<file path="config.mk">
export PLATFORM = sky130hd
export DESIGN_NAME = sync_fifo_flags
export DESIGN_NICKNAME = d
export VERILOG_FILES = /design/src/rtl/fifo_pkg.sv /design/src/rtl/fifo_ram.sv /design/src/rtl/sync_fifo_flags.sv
export SDC_FILE = /design/constraint.sdc
export NUM_CORES = 1
export LEC_CHECK = 0
export ABC_AREA = 1
export BUFFER_PORTS_ARGS = -buffer_cell sky130_fd_sc_hd__buf_2
export CAP_MARGIN = 20
export CORE_MARGIN = 3
export CORE_UTILIZATION = 60
export CTS_BUF_LIST = sky130_fd_sc_hd__clkbuf_4
export CTS_CLUSTER_SIZE = 30
export DETAILED_ROUTE_END_ITERATION = 16
export PLACE_DENSITY = 0.78
export SLEW_MARGIN = 20
export SYNTH_ARGS = -nofsm -noshare
export SYNTH_HDL_FRONTEND = slang
export SYNTH_SLANG_ARGS = --single-unit
</file>
<file path="constraint.sdc">
create_clock -name clk -period 3.6 [get_ports clk]
set_input_delay 0 -clock clk [delete_from_list [all_inputs] [get_ports clk]]
set_output_delay 0 -clock clk [all_outputs]
set_load 0.03 [all_outputs]
</file>
<file path="src/rtl/fifo_pkg.sv">
// Shared types and sizing helpers for the flagged synchronous FIFO.
// Used by fifo_ram and sync_fifo_flags.
package fifo_pkg;

  // Number of storage words for a given pointer width.
  function automatic int fifo_depth(input int addr_w);
    return 1 << addr_w;
  endfunction

  // The occupancy counter needs one more bit than the pointers so that it can hold DEPTH.
  function automatic int fifo_count_w(input int addr_w);
    return addr_w + 1;
  endfunction

  typedef struct packed {
    logic full;
    logic empty;
    logic almost_full;
    logic almost_empty;
  } fifo_status_t;

endpackage

</file>
<file path="src/rtl/fifo_ram.sv">
// Simple dual-port storage: synchronous write port, asynchronous read port.
// Contents are not reset; validity is tracked by the pointers in the top level.
module fifo_ram
  import fifo_pkg::*;
#(
  parameter int DATA_WIDTH = 8,
  parameter int ADDR_WIDTH = 4
) (
  input  logic                  clk,
  input  logic                  we,
  input  logic [ADDR_WIDTH-1:0] waddr,
  input  logic [DATA_WIDTH-1:0] wdata,
  input  logic [ADDR_WIDTH-1:0] raddr,
  output logic [DATA_WIDTH-1:0] rdata
);

  localparam int DEPTH = fifo_depth(ADDR_WIDTH);

  logic [DATA_WIDTH-1:0] mem [DEPTH];

  always_ff @(posedge clk) begin
    if (we) begin
      mem[waddr] <= wdata;
    end
  end

  assign rdata = mem[raddr];

endmodule

</file>
<file path="src/rtl/sync_fifo_flags.sv">
// Single-clock FIFO with occupancy count, almost-full/almost-empty flags and overflow/underflow pulses.
// Define SYNC_FIFO_FWFT_EN for first-word-fall-through reads; otherwise reads have 1-cycle registered latency.
module sync_fifo_flags
  import fifo_pkg::*;
#(
  parameter int DATA_WIDTH = 8,
  parameter int ADDR_WIDTH = 4,
  parameter int AF_THRESH  = 14,
  parameter int AE_THRESH  = 2
) (
  input  logic                  clk,
  input  logic                  rst,
  input  logic                  wr_en,
  input  logic [DATA_WIDTH-1:0] data_in,
  input  logic                  rd_en,
  output logic [DATA_WIDTH-1:0] data_out,
  output logic                  full,
  output logic                  empty,
  output logic                  almost_full,
  output logic                  almost_empty,
  output logic [ADDR_WIDTH:0]   count,
  output logic                  overflow,
  output logic                  underflow
);

  localparam int DEPTH = fifo_depth(ADDR_WIDTH);
  localparam int CNT_W = fifo_count_w(ADDR_WIDTH);

  localparam logic [CNT_W-1:0] DEPTH_C = CNT_W'(DEPTH);
  localparam logic [CNT_W-1:0] AF_C    = CNT_W'(AF_THRESH);
  localparam logic [CNT_W-1:0] AE_C    = CNT_W'(AE_THRESH);
  localparam logic [CNT_W-1:0] ONE_C   = CNT_W'(1);

  function automatic fifo_status_t status_of(input logic [CNT_W-1:0] c);
    fifo_status_t s;
    s.full         = (c == DEPTH_C);
    s.empty        = (c == '0);
    s.almost_full  = (c >= AF_C);
    s.almost_empty = (c <= AE_C);
    return s;
  endfunction

  logic [ADDR_WIDTH-1:0] wr_ptr;
  logic [ADDR_WIDTH-1:0] rd_ptr;
  logic [CNT_W-1:0]      count_q;
  logic [CNT_W-1:0]      count_next;
  fifo_status_t          status_q;
  logic                  overflow_q;
  logic                  underflow_q;
  logic                  wr_acc;
  logic                  rd_acc;
  logic [DATA_WIDTH-1:0] ram_rdata;

  // Handshake: a request is a single-cycle strobe and is either accepted or dropped in the
  // same cycle, judged on the registered flags. A read is taken whenever the FIFO holds data;
  // a write is taken when there is room, or when a same-cycle read frees the slot it needs.
  // Dropped requests are reported one cycle later on overflow/underflow.
  assign rd_acc = rd_en & ~status_q.empty;
  assign wr_acc = wr_en & (~status_q.full | rd_acc);

  always_comb begin
    count_next = count_q;
    unique case ({wr_acc, rd_acc})
      2'b10:   count_next = count_q + ONE_C;
      2'b01:   count_next = count_q - ONE_C;
      default: count_next = count_q;
    endcase
  end

  always_ff @(posedge clk) begin
    if (rst) begin
      wr_ptr      <= '0;
      rd_ptr      <= '0;
      count_q     <= '0;
      status_q    <= status_of('0);
      overflow_q  <= 1'b0;
      underflow_q <= 1'b0;
    end else begin
      if (wr_acc) begin
        wr_ptr <= wr_ptr + 1'b1;
      end
      if (rd_acc) begin
        rd_ptr <= rd_ptr + 1'b1;
      end
      count_q     <= count_next;
      status_q    <= status_of(count_next);
      overflow_q  <= wr_en & ~wr_acc;
      underflow_q <= rd_en & ~rd_acc;
    end
  end

  fifo_ram #(
    .DATA_WIDTH(DATA_WIDTH),
    .ADDR_WIDTH(ADDR_WIDTH)
  ) u_ram (
    .clk  (clk),
    .we   (wr_acc),
    .waddr(wr_ptr),
    .wdata(data_in),
    .raddr(rd_ptr),
    .rdata(ram_rdata)
  );

`ifdef SYNC_FIFO_FWFT_EN
  // Head word is shown directly; forced to zero while empty so idle output is deterministic.
  assign data_out = status_q.empty ? '0 : ram_rdata;
`else
  logic [DATA_WIDTH-1:0] data_q;

  always_ff @(posedge clk) begin
    if (rst) begin
      data_q <= '0;
    end else if (rd_acc) begin
      data_q <= ram_rdata;
    end
  end

  assign data_out = data_q;
`endif

  assign count        = count_q;
  assign full         = status_q.full;
  assign empty        = status_q.empty;
  assign almost_full  = status_q.almost_full;
  assign almost_empty = status_q.almost_empty;
  assign overflow     = overflow_q;
  assign underflow    = underflow_q;

endmodule

</file>
# Word-level counts from Yosys, hierarchy flattened
# Memories as Yosys holds them, arrays and structs flattened. A register that Yosys moved wholly into a read port is not among the register bits.
# Cells that the tools add are included.
# classes
n_addsub,4
n_lt_le_gt_ge,2
n_eq_ne,3
n_mux,3
n_bitwise,9
n_reduce_logical,1
# ops
op,count
case mux 5 bit (2 select lines),1
"adder 4 x 1 -> 4 bit, second input constant",2
"adder 5 x 1 -> 5 bit, second input constant",1
"== test 5 bit, second input constant",1
"greater-or-equal comparator 5 x 4 -> 1 bit, second input constant",1
"<= comparator 5 x 2 -> 1 bit, second input constant",1
logical NOT 5 bit,1
"subtractor 5 x 1 -> 5 bit, second input constant",1
AND 1 bit,4
inverter 1 bit,4
"== test 2 x 1 -> 1 bit, second input constant",1
"== test 2 bit, second input constant",1
2-to-1 mux 1 bit,2
OR 1 bit,1
# word_totals
register_bits,19
mem_bits_rw,128
in_bits,12
out_inout_bits,19
memories,1
# mem_list
name,words,width,read_ports,rd_ports_with_merged_regs,write_ports,line,rtl
u_ram.mem,16,8,1,1,1,fifo_ram.sv:19,logic [DATA_WIDTH-1:0] mem [DEPTH];

# Logic depth before layout (Yosys ltp)
# Gate-level depths: netlist (run 1).
# logic_depth
ltp_word,7
mapped_depth,20

# By module
# From an unflattened synthesis (run 1), not the netlist that was laid out.
# hier_totals
cells_unflattened,713
hier_area_um2,6837.8
# modules_own_cells
module,instances,cells_per_inst,area_each_um2
fifo_ram,1,543,5606.6
sync_fifo_flags,1,170,1231.2

# Worst setup path after synthesis (run 1)
# OpenSTA, ideal clock, no wires.
# synth_timing
path_type,reg2reg
from,reg status_q (netlist bit empty)
to,reg status_q (netlist bit empty)
setup_ns,0.070
t_arrival_ns,2.279
required_time_ns,3.530
slack_ns,1.250
stages_incl_launch_ff,15
path_buffers,2
cell_sequence,dfxtp_1 -> inv_2 -> nand2_1 -> inv_2 -> clkbuf_1 -> ha_1 -> buf_4 -> nor2_2 -> nor2_4 -> ha_1 -> mux2i_1 -> nand2_1 -> nor2_1 -> nand3_1 -> o21bai_1
# synth_via
elab_chain_cells,7
elab_cells_between_ends,8
classes_between,eq/ne (2); mux (1); bitwise (4); reduce/logical (1)
# synth_rtl
element,line,rtl
"start, declared",sync_fifo_flags.sv:47,fifo_status_t status_q;
"start signal, assigned",sync_fifo_flags.sv:75,status_q <= status_of('0);
"start signal, assigned",sync_fifo_flags.sv:86,status_q <= status_of(count_next);
inverter 1 bit (*),sync_fifo_flags.sv:58,assign rd_acc = rd_en & ~status_q.empty;
AND 1 bit (*),sync_fifo_flags.sv:58,
named net rd_acc,sync_fifo_flags.sv:51,logic rd_acc;
OR 1 bit,sync_fifo_flags.sv:59,assign wr_acc = wr_en & (~status_q.full | rd_acc);
AND 1 bit,sync_fifo_flags.sv:59,
== test 2 x 1 -> 1 bit or == test 2 bit (tied branches),sync_fifo_flags.sv:63,"unique case ({wr_acc, rd_acc})"
case mux 5 bit (2 select lines) (*),sync_fifo_flags.sv:63,
logical NOT 5 bit (*),sync_fifo_flags.sv:37,s.empty = (c == '0);
# Mark *: on every way through the listed nets, which the timed path passes. The rest lies on a longest branch.
# A chain may end at the register's enable or synchronous reset.

# Worst setup path in the final report (run 1)
# layout_timing
from,reg status_q (netlist bit empty)
to,reg status_q (netlist bit empty)
# layout_via
elab_chain_cells,7
elab_cells_between_ends,8
classes_between,eq/ne (2); mux (1); bitwise (4); reduce/logical (1)
# layout_rtl
element,line
inverter 1 bit (*),sync_fifo_flags.sv:58
AND 1 bit (*),sync_fifo_flags.sv:58
OR 1 bit,sync_fifo_flags.sv:59
AND 1 bit,sync_fifo_flags.sv:59
== test 2 x 1 -> 1 bit or == test 2 bit (tied branches),sync_fifo_flags.sv:63
case mux 5 bit (2 select lines) (*),sync_fifo_flags.sv:63
logical NOT 5 bit (*),sync_fifo_flags.sv:37
# Every way passes the cells marked *; elsewhere a longest branch is shown, timed or not.

==> flow_summary.toml, run 1 <==
[drt]
final_antenna_net_count = 0
wl_met3_um = 1190
drc = 0
met2WireLength_um = 7170
via_per_inst = 5.78
drt-initial-drc-count = 435
drt-met1-wl_um = 5760
top_layer_used = "met4"
routed_wl_um = 14500
dr_total_vias = 4567
wire_per_inst_um = 18.3
first_pass_iters = 7

[setup_path]
startpoint_type = "flip-flop"
path_max_fanout = 21
arrival_ps = 2950
cp.required_ps = 4090
end_kind = "flip-flop"
criticalPathCategory = "reg -> reg"

[power]
switchingPower_mw = 1.38
p_seq_share_pct = 50.6
peakVddDrop_mv = 0.285
internal-power_mw = 2.72
power.density_cell_area_nw_per_um2 = 582
pwr-share-clk_pct = 26.2
p_comb_share_pct = 23.2
power_mw = 4.10
p_leak_nw = 2.77
switching_share_pct = 33.6

[clocking]
cts_buffers = 17
clk_pin_slew_ps = 130
clock_sinks = 155
cts-root-buf = "clkbuf_4"
cts_tree = "yes"
h-tree-depth = 4
insertion_delay_ps = 550
clock_path_buffers = 2

[logic_synthesis]
synth_area_leaders = "edfxtp_1 59%, nand2_1 12%, nand3_1 8.7%"
yosysTopAreaCell = "edfxtp_1"
yosysUniqueCellTypes = 25
synth_nets = 627
syn-instance-count = 607
syn_area_per_cell_um2 = 10.7
synth_area_um2 = 6510
yosysSeqAreaShare_pct = 67.4
yosysWarnings = 0
ys_seq_elements = 155
synth_top_area_share_pct = 59.1

[sta]
rsz0062_at_grt = "false"
relSlewSlack_pct = 36.1
max_slew.worst_pin.slew_ps = 958
setup_tns_ps = 0
finalHoldViolations = 0
fin_crit_sh_pct = 68.5
slew_violations = 0
skew_ps = 13.0
setup_violations = 0
post-route-min-period_ps = 2470
clock.fmax_ghz = 0.406

[global_route]
grt_util_all_layers_pct = 25.0
antenna_found_initial = 0
grt_pass1_vias = 4247
grt_max_degree = 67
grt_pass1_wl_um = 22200
overflow = 0

[placed_design]
place_hpwl_um = 8830
place_area_um2 = 6620
gp_congestion = 0.895
numPortBuffers = 30

[layout]
num_antenna_cells = 0
final_layout_size_suffix_gt1_share_pct = 12.8
syn_to_final_growth_pct = 8.21
nNetsFinal = 661
post-route-cell-area_um2 = 7040

[die]
die_y_um = 110
rows = 37
core_um2 = 10400
die_w_um = 110
start_util_pct = 62.5
ios = 31
die_area_um2 = 12100

[hold_path]
hp-class = "in -> reg"

[outcome]
outcome = "complete, no violations"

[job]
max_cap_viol_count = 0
registers in the layout (all words and copies together), names as in the netlist:
signal and cells:
full 1, underflow 1, data_out 8, almost_empty 1, count 5, overflow 1
wr_ptr 4, empty 1, rd_ptr 4, u_ram.mem 128, almost_full 1
through the flow:
| step | instances | hold WS [ps] | worst slack [ps] | util [%] |
|---|---|---|---|---|
| 5_1_grt | 790 | 314 | 923 | 67.6 |
| 3_3_place_gp | 745 | 238 | 1360 | 63.6 |
| 4_1_cts | 790 | 274 | 1180 | 67.6 |
| 6_report | 790 | 331 | 1130 | 67.6 |
| 3_5_place_dp | 745 | 240 | 1210 | 63.6 |
| 2_1_floorplan | 607 | 98.9 | 1250 | - |
layout by cell type (no fill, tap or decap), types with 7 or more instances in the layout:
cell,Yosys,final
o211ai_1,8,8
nor2_1,28,28
dfxtp_1,27,26
ha_1,8,8
nand2_1,206,206
a21oi_1,7,7
inv_2,13,12
buf_2,15,30
dlygate4sd3_1,0,13
inv_6,0,7
clkbuf_4,0,17
edfxtp_1,128,128
inv_1,18,18
nand3_1,113,113
kinds of logic after synthesis:
family | synth area share, %
and+or+nand+nor | 23.1
DFF | 67.4
buffers and inverters | 5.31
AOI/OAI and AO/OA | 2.23
adders and majority gates | 1.54
xor gates and xnor gates | 0.269
muxes | 0.154
layout make-up:
| class | count | area [um^2] |
|---|---|---|
| Multi-Input combinational cell | 390 | 1780 |
| Clock buffer | 17 | 128 |
| Timing Repair Buffer | 46 | 303 |
| Tap cell | 136 | 170 |
| Inverter | 31 | 118 |
| Sequential cell | 155 | 4390 |
| Clock inverter | 15 | 160 |
| Fill cell | 773 | 3370 |
worst paths after layout:
kind / endpoint / slack [ps] / startpoint / cells after the start
max reg2reg: empty / 1130 / empty / 17
min: count[3] / 330 / rst / 3
min reg2reg: overflow / 510 / full / 2
max: empty / 1130 / empty / 17
cell usage after synthesis (all sizes together):
cell type,count
a21oi,7
buf,28
clkbuf,3
dfxtp,27
edfxtp,128
ha,8
inv,31
mux2i,1
nand2,207
nand3,115
nor2,30
nor3,2
nor3b,1
o211ai,8
o21ai,7
o21bai,2
xor2,2
power groups by stage:
stage	clock, mW	sequential [mW]	combinational [mW]
after floorplan	0	2.20	0.627
after global placement	0	2.11	0.893
after detailed placement	0	2.11	0.927
after CTS	1.08	2.07	0.942
after global routing	1.16	2.08	1.05
final	1.07	2.07	0.951
critical path, stage by stage (launching register included):
cell	delay [ps]
dfxtp_1	350
inv_2	40
nand2_1	90
inv_2	290
ha_1	390
nand2_1	110
inv_2	90
nor2_4	40
ha_1	200
inv_2	60
nand2_1	80
inv_1	60
nand2_1	70
nand3_2	80
nand2_1	90
nor2_1	110
nand3_1	100
o21bai_1	140
metal layers:
metal / vias up / track usage [%]
li1: 2142 / -
met1: 2169 / 33.4
met2: 215 / 40.2
met3: 41 / 5.53
met4: 0 / 9.76
met5: - / 0
repair_timing:
action | 4_1_cts | 5_1_grt
hold buffers | 13 | 0
hold endpoints to repair | 146 | 0
buffers inserted | 0 | 0
resized for setup | 0 | 0
Note: power is estimated with default switching activity, not from simulation.
==> run 2: changes to the inputs <==
--- a/config.mk
+++ b/config.mk
@@ -5,7 +5,7 @@
 export SDC_FILE = /design/constraint.sdc
 export NUM_CORES = 1
 export LEC_CHECK = 0
-export ABC_AREA = 1
+export ABC_AREA = 0
 export BUFFER_PORTS_ARGS = -buffer_cell sky130_fd_sc_hd__buf_2
 export CAP_MARGIN = 20
 export CORE_MARGIN = 3
==> constraint.sdc (replaced) <==
create_clock -name clk -period 2.4 [get_ports clk]
set_input_delay 0 -clock clk [delete_from_list [all_inputs] [get_ports clk]]
set_output_delay 0 -clock clk [all_outputs]
set_load 0.03 [all_outputs]
==> flow_summary.toml, run 2 <==
[outcome]
outcome = "finished with violations"
violations = "negative setup slack"

[power]
switchingPower_mw = 2.01
power_mw = 6.41
switching_share_pct = 31.4
power.density_cell_area_nw_per_um2 = 871
peakVddDrop_mv = 0.573
internal-power_mw = 4.40
p_leak_nw = 2.52
p_seq_share_pct = 49.8
p_comb_share_pct = 28.7
pwr-share-clk_pct = 21.5

[clocking]
clk_pin_slew_ps = 130
h-tree-depth = 4
clock_path_buffers = 2
clock_sinks = 155
cts_buffers = 17
insertion_delay_ps = 510
cts-root-buf = "clkbuf_4"
cts_tree = "yes"

[layout]
fin_util_pct = 73.3
num_antenna_cells = 0
syn_to_final_growth_pct = 15.6
largest_reg_flops = 128
regMostFlops = "u_ram.mem"
final_cell_mix = "128 x edfxtp_1, 38 x nor2_1, 34 x buf_4"
fin_cells = 616
final_common_cell = "edfxtp_1"
final_layout_size_suffix_gt1_share_pct = 32.1
nNetsFinal = 490

[placed_design]
numPortBuffers = 30
dpl.cell_count = 570
place_hpwl_um = 8110
gp_congestion = 0.847

[logic_synthesis]
synth_edf_count = 128
synth_area_leaders = "edfxtp_1 60%, mux4_2 11%, dfxtp_1 8.5%"
synth_area_um2 = 6370
synth_commonest_cells = "128 x edfxtp_1, 38 x nor2_1, 32 x mux4_2"
ys_seq_elements = 155
syn-instance-count = 399
synth_top_area_share_pct = 60.4
syn_area_per_cell_um2 = 16.0
yosys_most_used_dff = "edfxtp_1"
yosysTopAreaCell = "edfxtp_1"
synth_nets = 419
async_flop_share_pct = 0
yosysMostFrequentCell = "edfxtp_1"
yosysWarnings = 0
yosysSeqAreaShare_pct = 68.9
yosysUniqueCellTypes = 51

[die]
die_w_um = 109
core_um2 = 10000
start_util_pct = 63.4
die_y_um = 109
ios = 31
rows = 36
die_area_um2 = 11900

[global_route]
grt_pass1_wl_um = 19600
grt_pass1_vias = 3675
grt_max_degree = 36
overflow = 0
grt_util_all_layers_pct = 22.9
antenna_found_initial = 0

[setup_path]
slowest_stage = "or4b_4"
cp.required_ps = 2810
r2r_cells = 11
rrSetupSlack_ps = -270
criticalPathCategory = "reg -> reg"
startpoint_type = "flip-flop"
reg2reg_to = "almost_full"
r2r_start = "empty"
cp_cell_sequence = "nand2b_4 -> a21boi_4 -> inv_2 -> ha_4 -> xor2_2 -> ha_2 -> or4b_4 -> o2111ai_4 -> mux2_4 -> nand2_4 -> a221o_1"
arrival_ps = 3080
end_kind = "flip-flop"
path_max_fanout = 3
cp_slowest_stage_delay_ps = 550

[sta]
skew_ps = 17.6
setup_slack_ps = -267
slew_violations = 0
setup_violations = 5
finalHoldViolations = 0
clock.fmax_ghz = 0.375
setup_tns_ps = -743
fin_crit_sh_pct = 111
rsz0062_at_grt = "true"
relSlewSlack_pct = 54.7
max_slew.worst_pin.slew_ps = 678
post-route-min-period_ps = 2670

[drt]
routed_wl_um = 12800
final_antenna_net_count = 0
first_pass_iters = 5
drt-initial-drc-count = 351
via_per_inst = 6.07
dr_total_vias = 3739
drc = 0
wire_per_inst_um = 20.8

[hold_path]
hold_path_depth = 3
min_to = "overflow"
worstHoldStart = "wr_en"
hp-class = "in -> reg"

[job]
max_cap_viol_count = 0
## run 2: layer usage
metal / vias to the layer above / track usage [%] / wire length (um)
met5: - / 0 / 0
met4: 0 / 7.21 / 159
met3: 16 / 4.80 / 599
met2: 126 / 39.4 / 6830
met1: 1899 / 29.5 / 5190
li1: 1698 / - / -
## run 2: metrics by stage
step / hold slack (ps) / worst slack (ps) / area, um^2
floorplan: 91.7 / -334 / 6430
global placement: 285 / -71.1 / 6900
detailed placement: 282 / -164 / 6900
CTS: 233 / -138 / 7280
global route: 277 / -328 / 7360
finish: 304 / -267 / 7360
## run 2: what timing repair did
action,CTS,global route
hold buffers,11,0
endpoints found under the setup margin,4,6
hold endpoints to repair,150,0
pin swaps,3,7
buffers inserted,1,2
gates resized for setup,4,8
## run 2: final cells by class
cell class | count | area, um^2
multi-input cells | 210 | 1970
fillers | 596 | 2680
repair buffers | 77 | 556
flip-flops and latches | 155 | 4390
well taps | 133 | 166
clock buffers | 19 | 143
inverters | 9 | 33.8
clock inverters | 13 | 104
## run 2: worst max-delay path: cells and delay by family (launching register included)
family / cells / cell delay (ps)
simple gates: 3 / 750
compound gates: 3 / 670
xor+xnor: 1 / 140
flops: 1 / 370
buf+inv: 1 / 60
fa+ha+maj: 2 / 350
mux: 1 / 210
## run 2: cell families after synthesis
logic type	count (synthesis)	share of synthesized area [%]
flops	155	68.9
simple gates	88	6.98
compound gates	68	7.00
mux	36	12.0
buf+inv	34	2.18
xor+xnor	10	1.38
fa+ha+maj	8	1.57
## run 2: worst max-delay path by stage
stage,start,endpoint,slack (ps),depth (start not counted)
6_report,empty,almost_full,-270,11
5_1_grt,empty,almost_full,-330,11
4_1_cts,empty,almost_full,-140,11
3_5_place_dp,empty,almost_full,-160,11
3_3_place_gp,empty,almost_full,-70,11
2_1_floorplan,empty,almost_full,-330,12
## run 2: power groups by stage
stage          registers [mW]  logic, mW  clock network, mW
2_1_floorplan            3.38       1.06                  0
3_3_place_gp             3.23       1.65                  0
3_5_place_dp             3.24       1.69                  0
4_1_cts                  3.18       1.74               1.42
5_1_grt                  3.21       1.97               1.50
6_report                 3.19       1.84               1.38
